## src/rtl/register_pkg.sv

```systemverilog
// register_pkg
// Shared definitions for the register blocks of the FPU datapath.
// Contents:
//   sweep_state_t - state encoding of the background clear sweep
//                   (SW_IDLE: normal operation, SW_SWEEP: zeroing entries)
package register_pkg;

    typedef enum logic [0:0] {
        SW_IDLE  = 1'b0,
        SW_SWEEP = 1'b1
    } sweep_state_t;

endpackage

```

## src/rtl/register_n.sv

```systemverilog
// register_n
// WIDTH-bit enabled register with asynchronous active-low clear.
// Holds its value unless en is high at a rising clock edge.
// Ports:
//   clk      in  1      rising-edge clock
//   reset_n  in  1      asynchronous active-low clear (q -> 0)
//   en       in  1      load enable
//   d        in  WIDTH  next value when enabled
//   q        out WIDTH  stored value
module register_n #(
    parameter int WIDTH = 4
) (
    input  logic             clk,
    input  logic             reset_n,
    input  logic             en,
    input  logic [WIDTH-1:0] d,
    output logic [WIDTH-1:0] q
);

    always_ff @(posedge clk or negedge reset_n) begin
        if (!reset_n) begin
            q <= '0;
        end else if (en) begin
            q <= d;
        end
    end

endmodule

```

## src/rtl/register_file.sv

```systemverilog
// register_file
// DEPTH x WIDTH register file holding FPU operands/results. One write port,
// two combinational read ports (optional write-to-read bypass) and a
// background clear sweep that zeroes one entry per cycle while busy.
// Ports:
//   clk            in  1       rising-edge clock
//   reset_n        in  1       asynchronous active-low reset
//   writeEnable    in  1       write request
//   writeAddr      in  ADDR_W  write address
//   writeData      in  WIDTH   write data
//   writeAccepted  out 1       write will land at the next edge
//   readAddrA/B    in  ADDR_W  read addresses
//   readDataA/B    out WIDTH   combinational read data
//   clearReq       in  1       start a clear sweep (only honoured when idle)
//   busy           out 1       sweep in progress
//   dirty          out DEPTH   bit i set when entry i written since last clear
module register_file
    import register_pkg::*;
#(
    parameter  int WIDTH  = 64,
    parameter  int DEPTH  = 8,
    parameter  bit BYPASS = 1'b1,
    localparam int ADDR_W = $clog2(DEPTH)
) (
    input  logic              clk,
    input  logic              reset_n,
    input  logic              writeEnable,
    input  logic [ADDR_W-1:0] writeAddr,
    input  logic [WIDTH-1:0]  writeData,
    output logic              writeAccepted,
    input  logic [ADDR_W-1:0] readAddrA,
    input  logic [ADDR_W-1:0] readAddrB,
    output logic [WIDTH-1:0]  readDataA,
    output logic [WIDTH-1:0]  readDataB,
    input  logic              clearReq,
    output logic              busy,
    output logic [DEPTH-1:0]  dirty
);

    sweep_state_t      state_q, state_d;
    logic [ADDR_W-1:0] ptr_q, ptr_d;
    logic              busy_q, busy_d;
    logic [DEPTH-1:0]  dirty_q, dirty_d;
    logic [WIDTH-1:0]  entry_q [DEPTH];
    logic              write_ok;
    logic              sweeping;

    assign sweeping      = (state_q == SW_SWEEP);
    // Addresses beyond DEPTH exist when DEPTH is not a power of two; such
    // writes are silently dropped.
    assign write_ok      = writeEnable && !busy_q && (int'(writeAddr) < DEPTH);
    assign writeAccepted = write_ok;
    assign busy          = busy_q;
    assign dirty         = dirty_q;

    // Writes are only possible in SW_IDLE because busy blocks them during a
    // sweep, so the dirty set and clear never collide on the same edge.
    always_comb begin
        state_d = state_q;
        ptr_d   = ptr_q;
        busy_d  = busy_q;
        dirty_d = dirty_q;
        case (state_q)
            SW_IDLE: begin
                if (write_ok) begin
                    dirty_d[writeAddr] = 1'b1;
                end
                if (clearReq) begin
                    state_d = SW_SWEEP;
                    ptr_d   = '0;
                    busy_d  = 1'b1;
                end
            end
            SW_SWEEP: begin
                dirty_d[ptr_q] = 1'b0;
                if (ptr_q == ADDR_W'(DEPTH - 1)) begin
                    state_d = SW_IDLE;
                    ptr_d   = '0;
                    busy_d  = 1'b0;
                end else begin
                    ptr_d = ptr_q + ADDR_W'(1);
                end
            end
            default: begin
                state_d = SW_IDLE;
                ptr_d   = '0;
                busy_d  = 1'b0;
            end
        endcase
    end

    always_ff @(posedge clk or negedge reset_n) begin
        if (!reset_n) begin
            state_q <= SW_IDLE;
            ptr_q   <= '0;
            busy_q  <= 1'b0;
            dirty_q <= '0;
        end else begin
            state_q <= state_d;
            ptr_q   <= ptr_d;
            busy_q  <= busy_d;
            dirty_q <= dirty_d;
        end
    end

    // Each entry loads either the write data or zero from the sweep; the two
    // sources are mutually exclusive because writes are blocked while busy.
    for (genvar i = 0; i < DEPTH; i++) begin : g_entry
        logic hit_write;
        logic hit_sweep;

        assign hit_write = write_ok && (writeAddr == ADDR_W'(i));
        assign hit_sweep = sweeping && (ptr_q == ADDR_W'(i));

        register_n #(
            .WIDTH(WIDTH)
        ) u_reg (
            .clk     (clk),
            .reset_n (reset_n),
            .en      (hit_write | hit_sweep),
            .d       (hit_sweep ? '0 : writeData),
            .q       (entry_q[i])
        );
    end

    // Bypass depends only on write-port inputs and registered state, so it
    // cannot form a combinational loop through the read ports.
    always_comb begin
        readDataA = '0;
        if (int'(readAddrA) < DEPTH) begin
            readDataA = entry_q[readAddrA];
        end
        if (BYPASS && write_ok && (writeAddr == readAddrA)) begin
            readDataA = writeData;
        end
    end

    always_comb begin
        readDataB = '0;
        if (int'(readAddrB) < DEPTH) begin
            readDataB = entry_q[readAddrB];
        end
        if (BYPASS && write_ok && (writeAddr == readAddrB)) begin
            readDataB = writeData;
        end
    end

endmodule
```

## config.mk

```make
export PLATFORM = sky130hd
export DESIGN_NAME = register_file
export DESIGN_NICKNAME = d
export VERILOG_FILES = /design/src/rtl/register_pkg.sv /design/src/rtl/register_n.sv /design/src/rtl/register_file.sv
export SDC_FILE = /design/constraint.sdc
export NUM_CORES = 1
export LEC_CHECK = 0
export BUFFER_PORTS_ARGS = -buffer_cell sky130_fd_sc_hd__buf_2
export CAP_MARGIN = 20
export CORE_ASPECT_RATIO = 0.7
export CORE_MARGIN = 3
export CORE_UTILIZATION = 50
export DETAILED_ROUTE_END_ITERATION = 6
export MAX_ROUTING_LAYER = met4
export PLACE_DENSITY_LB_ADDON = 0.1
export RECOVER_POWER = 25
export SKIP_CTS_REPAIR_TIMING = 1
export SLEW_MARGIN = 10
export SYNTH_ARGS = -nofsm -noshare
export SYNTH_HDL_FRONTEND = slang
export SYNTH_SLANG_ARGS = --single-unit
export TNS_END_PERCENT = 20
```

## constraint.sdc

```tcl
create_clock -name clk -period 2.6 [get_ports clk]
set_input_delay 0.13 -clock clk [delete_from_list [all_inputs] [get_ports clk]]
set_output_delay 0.13 -clock clk [all_outputs]
set_load 0.02 [all_outputs]
```

## Yosys cells after proc, flatten, opt, wreduce, memory -nomap -nowiden

Index checks and enable logic that the tools add are counted.

- Flip-flop bits (word level): 525
- Bits in latches: 0
- Bits in writable memories: 0
- Memory bits (read-only): 0
- Input bits: 77
- Output and inout port bits: 138
- Word-level logic and storage cells: 108
- Memories: 0

- $add $sub $neg: 1
- Multipliers: 0
- Div/mod/pow operators: 0
- Magnitude comparators: 6
- Eq/ne operators: 19
- Shift-type cells: 0
- Multiplexer cells: 31
- Bitwise operators: 14
- Reduce and logical (&&, ||, !) cells: 25

Operators with widths:

| cell | number |
|---|---|
| $mux W64 | 14 |
| $bmux W64 S3 | 2 |
| $eq A3 B3 Y1 const B | 8 |
| $logic_and A1 B1 Y1 | 21 |
| $pmux W8 S2 | 1 |
| $eq A3 B2 Y1 const B | 4 |
| $and A8 B8 Y8 | 1 |
| $ge A4 B4 Y1 const B | 2 |
| $lt A3 B4 Y1 const B | 2 |
| $mux W8 | 1 |
| $not A3 Y4 | 2 |
| $not A8 Y8 | 1 |
| $or A1 B1 Y1 | 8 |
| $or A8 B8 Y8 | 1 |
| $demux W1 S3 | 2 |
| $eq A3 B1 Y1 const B | 2 |
| $eq A3 B3 Y1 | 2 |
| $ge A3 B1 Y1 const B | 2 |
| $logic_not A3 Y1 | 2 |
| $mux W1 | 6 |
| $mux W3 | 2 |
| $pmux W3 S2 | 1 |
| $ne A2 B2 Y1 const B | 2 |
| $pmux W1 S2 | 2 |
| 5 further kinds | 5 |

## Logic depth before layout (Yosys ltp)

Gate-level depths: netlist (run 1).

- Depth after elaboration: 7
- Depth in mapped cells: 7
- Gate-level depth less buffers: 5

## Hierarchy

Synthesis (run 1) repeated with hierarchy kept, for this count alone.

- Cells, all modules: 2342
- Area total of the unflattened synthesis: 34873.4 um^2

Modules (own cells, without submodules):

| module | instances | cells an instance | area an instance (um^2) | seq. area each (um^2) |
|---|---|---|---|---|
| register_n | 8 | 135 | 2678.8 | 1601.5 |
| register_file | 1 | 1262 | 13442.9 | 325.3 |

## Worst setup path after synthesis (run 1)

No wires, ideal clock.

- Path kind: reg-to-output
- From: register busy_q, in the netlist busy
- To: output readDataA[0]
- Arrival: 1.820 ns
- Data required time: 2.470 ns
- Setup slack: 0.650 ns
- Stages on the path, launching flop included: 7
- Buffers on the path: 3
- Cell sequence: dfrtp_1 buf_2 nor2b_1 buf_2 nand4_1 buf_2 mux2_2

- Word-level cells in the longest chain between the ends: 4

RTL lines:

| element | line | text |
|---|---|---|
| start, declared | register_file.sv:42 | `logic busy_q, busy_d;` |
| start signal, assigned | register_file.sv:101 | `busy_q <= busy_d;` |
| $logic_not A1 Y1 | register_file.sv:51 | `assign write_ok = writeEnable && !busy_q && (int'(writeAddr) < DEPTH);` |
| $logic_and A1 B1 Y1 | register_file.sv:51 |  |
| net writeAccepted | register_file.sv:30 | `output logic writeAccepted,` |
| $logic_and A1 B1 Y1 | register_file.sv:133 | `if (BYPASS && write_ok && (writeAddr == readAddrA)) begin` |
| $mux W64 | register_file.sv:133 |  |
| end, declared | register_file.sv:33 | `output logic [WIDTH-1:0] readDataA,` |

The timed path passes the listed nets, and every way through them passes these cells.

## Worst setup path after layout (run 1)

- From: register busy_q, in the netlist busy
- To: output readDataA[1]

- Word-level cells in the longest chain between the ends: 4

RTL lines:

| element | line |
|---|---|
| $logic_not A1 Y1 | register_file.sv:51 |
| $logic_and A1 B1 Y1 | register_file.sv:51 |
| $logic_and A1 B1 Y1 | register_file.sv:133 |
| $mux W64 | register_file.sv:133 |

Every way passes these cells.

==> results of run 1 <==
## cell type report
type                    instances  area [sq um]  area share [%]
diodes                          4          10.0          0.0283
inverters                       6          27.5          0.0778
clock inverters                13           144           0.407
multi-input cells            1865         16200            45.8
flip-flops and latches        525         13100            37.2
clock buffers                  80          1590            4.50
well taps                     808          1010            2.86
repair buffers                386          3230            9.13
## sequential cells by signal, indices dropped and copies added (netlist names)
name             flops
busy                 1
dirty                8
g_entry.u_reg.q    512
ptr_q                3
state_q              1
## worst max-delay path by stage
stage	startpoint	end	slack [ns]	cells past startpoint
global route	busy$_DFFE_PN0P_	readDataA[1]	-0.02	6
floorplan	busy$_DFFE_PN0P_	readDataA[0]	0.65	6
global placement	readAddrB[0]	readDataB[39]	0.44	6
detailed placement	busy$_DFFE_PN0P_	g_entry[5].u_reg.q[46]$_DFFE_PN0P_	0.40	4
CTS	busy$_DFFE_PN0P_	readDataB[45]	-0.15	5
finish	busy$_DFFE_PN0P_	readDataA[1]	0.04	6
## kinds of logic (layout without fill, tap and decap cells)
| family | count (synthesis) | count (layout) | synth area share, % |
|---|---|---|---|
| compound gates | 928 | 928 | 16.7 |
| xor+xnor | 6 | 6 | 0.170 |
| fa+ha+maj | 7 | 7 | 0.283 |
| buf+inv | 394 | 485 | 5.61 |
| flops | 525 | 525 | 42.4 |
| mux | 513 | 513 | 28.0 |
| other cells | 0 | 4 | 0 |
| simple gates | 411 | 411 | 6.76 |
## through the flow
step | cell area (sq um) | power (mW) | setup TNS (ns) | worst slack (ns)
5_1_grt | 35400 | 36.3 | -0.0817 | -0.0250
3_3_place_gp | 32900 | 26.1 | 0 | 0.435
2_1_floorplan | 30900 | 21.7 | 0 | 0.650
6_report | 35400 | 34.8 | 0 | 0.0403
3_5_place_dp | 32900 | 26.6 | 0 | 0.399
4_1_cts | 34700 | 34.5 | -10.96 | -0.150
## placed cells by master (no fill, tap or decap), drive strengths merged
cell type / n
a211oi: 2
a21oi: 398
a22o: 128
a31oi: 2
a32oi: 2
and2: 1
and3: 2
and4bb: 1
buf: 312
bufinv: 3
clkbuf: 88
clkinv: 9
dfrtp: 525
diode: 4
dlygate4sd3: 66
ha: 7
inv: 7
mux2: 256
mux2i: 1
mux4: 256
nand2: 5
nand2b: 2
nand3: 385
nand3b: 1
nand4: 2
nand4bb: 1
nor2: 5
nor2b: 2
nor3b: 1
nor4b: 1
o21ai: 386
o2bb2ai: 1
o31ai: 9
or3b: 1
or4b: 1
xnor2: 6
## per-layer routing
| metal | track usage (%) | wire [um] | vias up |
|---|---|---|---|
| li1 | - | - | 10700 |
| met1 | 50.2 | 45400 | 13700 |
| met4 | 10.5 | 3100 | 0 |
| met3 | 7.82 | 13500 | 249 |
| met5 | - | 0 | - |
| met2 | 51.7 | 51300 | 1918 |
## power by group
part | internal, mW | switching, mW | total [mW]
registers | 11.0 | 2.34 | 13.4
logic | 6.25 | 7.22 | 13.5
clock network | 4.49 | 3.44 | 7.93
total | 21.8 | 13.0 | 34.8
## worst max-delay path, delay by kind of cell (launching register included)
family / cells / cell delay (ns)
buf+inv: 3 / 0.59
flops: 1 / 0.46
mux: 1 / 0.34
simple gates: 2 / 0.42
==> flow_summary.json, run 1 <==
{
  "status": "finished, violations left",
  "violations": "max-capacitance violations, max-slew violations",
  "ys_ff_latch": 525,
  "worstPathCellList": "nor2b_2 -> nand4_1 -> buf_4 -> clkbuf_16 -> mux2_2 -> buf_2",
  "wl_per_cell_um": 30.7,
  "end_kind": "output pin",
  "dpl.hpwl_mm": 60.4,
  "drc": 0,
  "min_to": "g_entry[1].u_reg.q[16]$_DFFE_PN0P_",
  "grt_max_degree": 204,
  "worstPathRequired_ns": 2.47,
  "slew_violations": 52,
  "syn-num-nets": 2868,
  "min_path_type": "in -> reg",
  "drtAntennaViolNets": 0,
  "cp_slowest_stage_delay_ns": 0.46,
  "path_class": "reg -> out",
  "num-nets-final": 2921,
  "fmax_mhz": 391,
  "antenna_found_initial": 4,
  "final.setup_skew_ns": 0.0197,
  "dr_total_vias": 26600,
  "peakVddDrop_mv": 0.757,
  "cts-buffers-inserted": 53,
  "min_period_ns": 2.56,
  "nFillCells": 5013,
  "syn_to_final_growth_pct": 14.3,
  "ios": 215,
  "grt_overflow": 0,
  "htree_levels": 2,
  "slew_headroom_pct": -23.1,
  "worstHoldPathCells": 4,
  "grt_pass1_wl_mm": 172,
  "clk_pin_slew_worst_paths_ns": 0.07,
  "slowest_stage": "dfrtp_2",
  "synth_edf_count": 0,
  "whs_ns": 0.0558,
  "yosysWarnings": 0,
  "powerDensity_mw_per_mm2": 984,
  "netlist_instances": 2784,
  "finish.utilization_pct": 58.4,
  "final_cell_count_no_fill": 3687,
  "coreArea_sq_mm": 0.0605,
  "max_cap_violations": 1,
  "synth_top_area_cell": "dfrtp_1",
  "synth_seq_area_share_pct": 42.4,
  "firstDrtPassIters": 5,
  "reg2reg_from": "busy$_DFFE_PN0P_",
  "die_h_um": 214,
  "tightest_slew_ns": 1.85,
  "rows": 75,
  "first_global_vias": 27100,
  "synth.distinct_cells": 38,
  "hold_viol_final": 0,
  "r2r-end": "g_entry[1].u_reg.q[40]$_DFFE_PN0P_",
  "routabilityCongestion": 0.829,
  "period_share_pct": 98.4,
  "via_per_inst": 7.22,
  "clk_latency_ns": 0.62,
  "ys.flop_type": "dfrtp_1",
  "dp_cells": 3517,
  "grt_use_total_pct": 35.5,
  "syn_avg_cell_area_sq_um": 11.1,
  "netlist_top_cells_count": "dfrtp_1 (525), a21oi_1 (398), nand3_1 (385)",
  "cts_sinks": 525,
  "clk_path_buf_depth": 3,
  "hold_start": "writeAddr[2]",
  "drive_above_1_share_pct": 32.5,
  "synth_area_leaders": "dfrtp_1 (42%), mux4_2 (19%), mux2_2 (9.3%)",
  "syn_area_sq_mm": 0.0309,
  "start_kind": "register",
  "start_util_pct": 51.1,
  "r2r_slack_ns": 0.39,
  "die_x_um": 303,
  "setup_violations": 0,
  "synth_top_area_share_pct": 42.4,
  "drt_iter0_drc": 3300,
  "critPathMaxFanout": 17,
  "die-area_sq_mm": 0.0650,
  "cts_tree": "done",
  "rr_worst_depth": 5,
  "routed_wl_mm": 113,
  "cp.arrival_ns": 2.43,
  "async_flop_share_pct": 100,
  "yosysMostFrequentCell": "dfrtp_1",
  "p_leak_nw": 15.0,
  "cts-root-buf": "clkbuf_16",
  "port_buffers": 214
}
No activity file was read; power rests on OpenSTA's default activity.
==> run 2, diff against run 1 <==
- ABC_AREA: default -> 1
- CELL_PAD_IN_SITES_DETAIL_PLACEMENT: default -> 0
- CELL_PAD_IN_SITES_GLOBAL_PLACEMENT: default -> 1
- CORE_UTILIZATION: 50 -> 44
==> run 2 against run 1 <==
The run still ends with max-capacitance violations, max-slew violations left. Area after synthesis decreased by 1.2%. Die area up 12%. Worst setup slack better by 0.036 ns. Power down 3.0%. Fmax rose by 1.4%. Non-clock buffer count rose by 9. Sequential cell count is the same. Routed wire length grew 13%. Count of clock-buffer cells in the layout up 6. Critical path depth increased by 3. Worst hold slack better by 0.054 ns. Critical path type unchanged. Critical endpoint is now readDataA[5].
==> flow_summary.json, run 2 <==
{
  "r2r_slack_ns": 0.33,
  "drc": 0,
  "coreArea_sq_mm": 0.0685,
  "whs_ns": 0.110,
  "layout_commonest_cell": "nand2_1",
  "wl_per_cell_um": 22.9,
  "syn_to_final_growth_pct": 16.6,
  "cp_common_cell": "nand2_1",
  "path_buf_inv": 3,
  "syn_avg_cell_area_sq_um": 6.80,
  "peakVddDrop_mv": 0.565,
  "worstPathRequired_ns": 2.47,
  "rr_worst_depth": 6,
  "status": "finished, violations left",
  "period_share_pct": 97.1,
  "start_kind": "register",
  "synth_top_area_cell": "dfrtp_1",
  "ios": 215,
  "synth_seq_area_share_pct": 43.0,
  "htree_levels": 2,
  "worstPathCellList": "nor2_2 -> nand2_1 -> nor2_2 -> nand2_4 -> inv_6 -> buf_12 -> nand2_1 -> nand2_1 -> buf_2",
  "powerDensity_mw_per_mm2": 946,
  "min_period_ns": 2.52,
  "slew_violations": 60,
  "firstDrtPassIters": 6,
  "syn_area_sq_mm": 0.0306,
  "synth.distinct_cells": 21,
  "violations": "max-capacitance violations, max-slew violations",
  "antenna_cells": 0,
  "largest_register_ffs": 512,
  "num-nets-final": 4702,
  "cp.arrival_ns": 2.39,
  "final_cell_count_no_fill": 5565,
  "cp_top_family": "simple AND/OR/NAND/NOR gates",
  "min_to": "dirty[1]$_DFFE_PN0P_",
  "path_class": "reg -> out",
  "final.setup_skew_ns": 0.0203,
  "die_h_um": 227,
  "cts_tree": "done",
  "finalPower_mw": 33.7,
  "hold_start": "writeAddr[0]",
  "setup_violations": 0,
  "nFillCells": 6850,
  "tightest_slew_ns": 2.03,
  "grt_overflow": 0,
  "via_per_inst": 5.70,
  "synth_top_area_share_pct": 43.0,
  "reg2reg_from": "ptr_q[2]$_DFFE_PN0P_",
  "syn-num-nets": 4585,
  "p_leak_nw": 18.7,
  "dpl.hpwl_mm": 71.0,
  "critPathMaxFanout": 30,
  "synth_area_leaders": "dfrtp_1 (43%), nand2_1 (19%), nand3_1 (15%)",
  "routabilityCongestion": 0.868,
  "yosysWarnings": 0,
  "synth_edf_count": 0,
  "die_x_um": 321,
  "slew_headroom_pct": -35.7,
  "clk_latency_ns": 0.64,
  "drt_iter0_drc": 3850,
  "seqPwrFrac_pct": 35.1,
  "antenna_found_initial": 0,
  "netlist_top_cells_count": "nand2_1 (1510), nand3_1 (903), inv_1 (592)",
  "cts-buffers-inserted": 56,
  "drtAntennaViolNets": 0,
  "yosysMostFrequentCell": "nand2_1",
  "internal_power_mw": 20.0,
  "regMostFlops": "g_entry.u_reg.q",
  "rows": 80,
  "min_path_type": "in -> reg",
  "cp_slowest_stage_delay_ns": 0.41,
  "first_global_vias": 29500,
  "routed_wl_mm": 128,
  "async_flop_share_pct": 100,
  "port_buffers": 214,
  "p_switching_mw": 13.7,
  "cts_sinks": 525,
  "rsz0062_at_grt": "yes",
  "ys_ff_latch": 525,
  "netlist_instances": 4501,
  "power_frac_clock_pct": 25.4,
  "worstHoldPathCells": 5,
  "p_sw_share_pct": 40.6,
  "final_cell_mix": "nand2_1 (1501), nand3_1 (898), inv_1 (588)",
  "fmax_mhz": 396,
  "r2r-end": "g_entry[3].u_reg.q[63]$_DFFE_PN0P_",
  "dp_cells": 5389,
  "start_util_pct": 44.7,
  "p_comb_share_pct": 39.5,
  "die-area_sq_mm": 0.0728,
  "clk_pin_slew_worst_paths_ns": 0.07,
  "ys.flop_type": "dfrtp_1",
  "end_kind": "output pin",
  "grt_pass1_wl_mm": 192,
  "grt_use_total_pct": 35.5,
  "clk_path_buf_depth": 3,
  "grt_max_degree": 129,
  "cts-root-buf": "clkbuf_16",
  "slowest_stage": "dfrtp_1",
  "hold_viol_final": 0,
  "drive_above_1_share_pct": 9.65,
  "max_cap_violations": 1,
  "dr_total_vias": 31700
}
run 2: worst max-delay path by stage:
stage                          from                                 end  slack (ns)  depth (start not counted)
2_1_floorplan      busy$_DFFE_PN0P_                        readDataA[0]        0.85                          8
3_3_place_gp   ptr_q[2]$_DFFE_PN0P_  g_entry[3].u_reg.q[54]$_DFFE_PN0P_        0.45                          6
3_5_place_dp   ptr_q[2]$_DFFE_PN0P_  g_entry[3].u_reg.q[63]$_DFFE_PN0P_        0.35                          6
4_1_cts            busy$_DFFE_PN0P_                        readDataB[0]       -0.18                          8
5_1_grt            busy$_DFFE_PN0P_                       readDataA[37]       -0.04                          9
6_report           busy$_DFFE_PN0P_                        readDataA[5]        0.08                          9
run 2: logic make-up after synthesis:
| kind of cell | after synthesis | synth area share, % |
|---|---|---|
| xor+xnor | 1 | 0.0286 |
| flops | 525 | 43.0 |
| simple gates | 2498 | 35.0 |
| fa+ha+maj | 7 | 0.286 |
| compound gates | 537 | 9.87 |
| buf+inv | 933 | 11.9 |
run 2: metal layers:
| layer | global-route usage, % | vias up | wire length [um] |
|---|---|---|---|
| li1 | - | 14800 | - |
| met1 | 52.1 | 15100 | 58000 |
| met2 | 50.9 | 1631 | 54500 |
| met3 | 6.13 | 203 | 12300 |
| met4 | 8.40 | 0 | 2770 |
| met5 | - | - | 0 |
run 2: through the flow:
stage | cell area (sq um) | setup TNS (ns) | worst slack (ns) | util [%]
after global placement | 33000 | 0 | 0.452 | 48.2
final | 35700 | 0 | 0.0765 | 52.1
after CTS | 34900 | -5.77 | -0.185 | 51.0
after global routing | 35700 | -0.174 | -0.0445 | 52.1
after floorplan | 30600 | 0 | 0.848 | -
after detailed placement | 33000 | 0 | 0.354 | 48.2
run 2: power groups by stage:
stage | sequential, mW | clock [mW] | combinational (mW)
5_1_grt | 12.1 | 8.99 | 14.7
3_3_place_gp | 11.9 | 0 | 12.8
4_1_cts | 11.8 | 8.66 | 13.0
6_report | 11.8 | 8.58 | 13.3
3_5_place_dp | 12.0 | 0 | 12.9
2_1_floorplan | 11.8 | 0 | 8.43
run 2: worst register-to-register path, delay by kind of cell, from the launching register on:
family / cells / cell delay (ns)
simple gates: 2 / 0.38
buf+inv: 2 / 0.73
flops: 1 / 0.55
fa+ha+maj: 1 / 0.29
compound gates: 1 / 0.25
run 2: final cells by class:
| type | count | area [sq um] | share of cell area, % |
|---|---|---|---|
| multi-input cells | 3043 | 14000 | 39.2 |
| flip-flops and latches | 525 | 13100 | 36.8 |
| inverters | 597 | 2270 | 6.37 |
| clock buffers | 86 | 1690 | 4.73 |
| clock inverters | 17 | 224 | 0.628 |
| well taps | 902 | 1130 | 3.16 |
| repair buffers | 395 | 3230 | 9.05 |
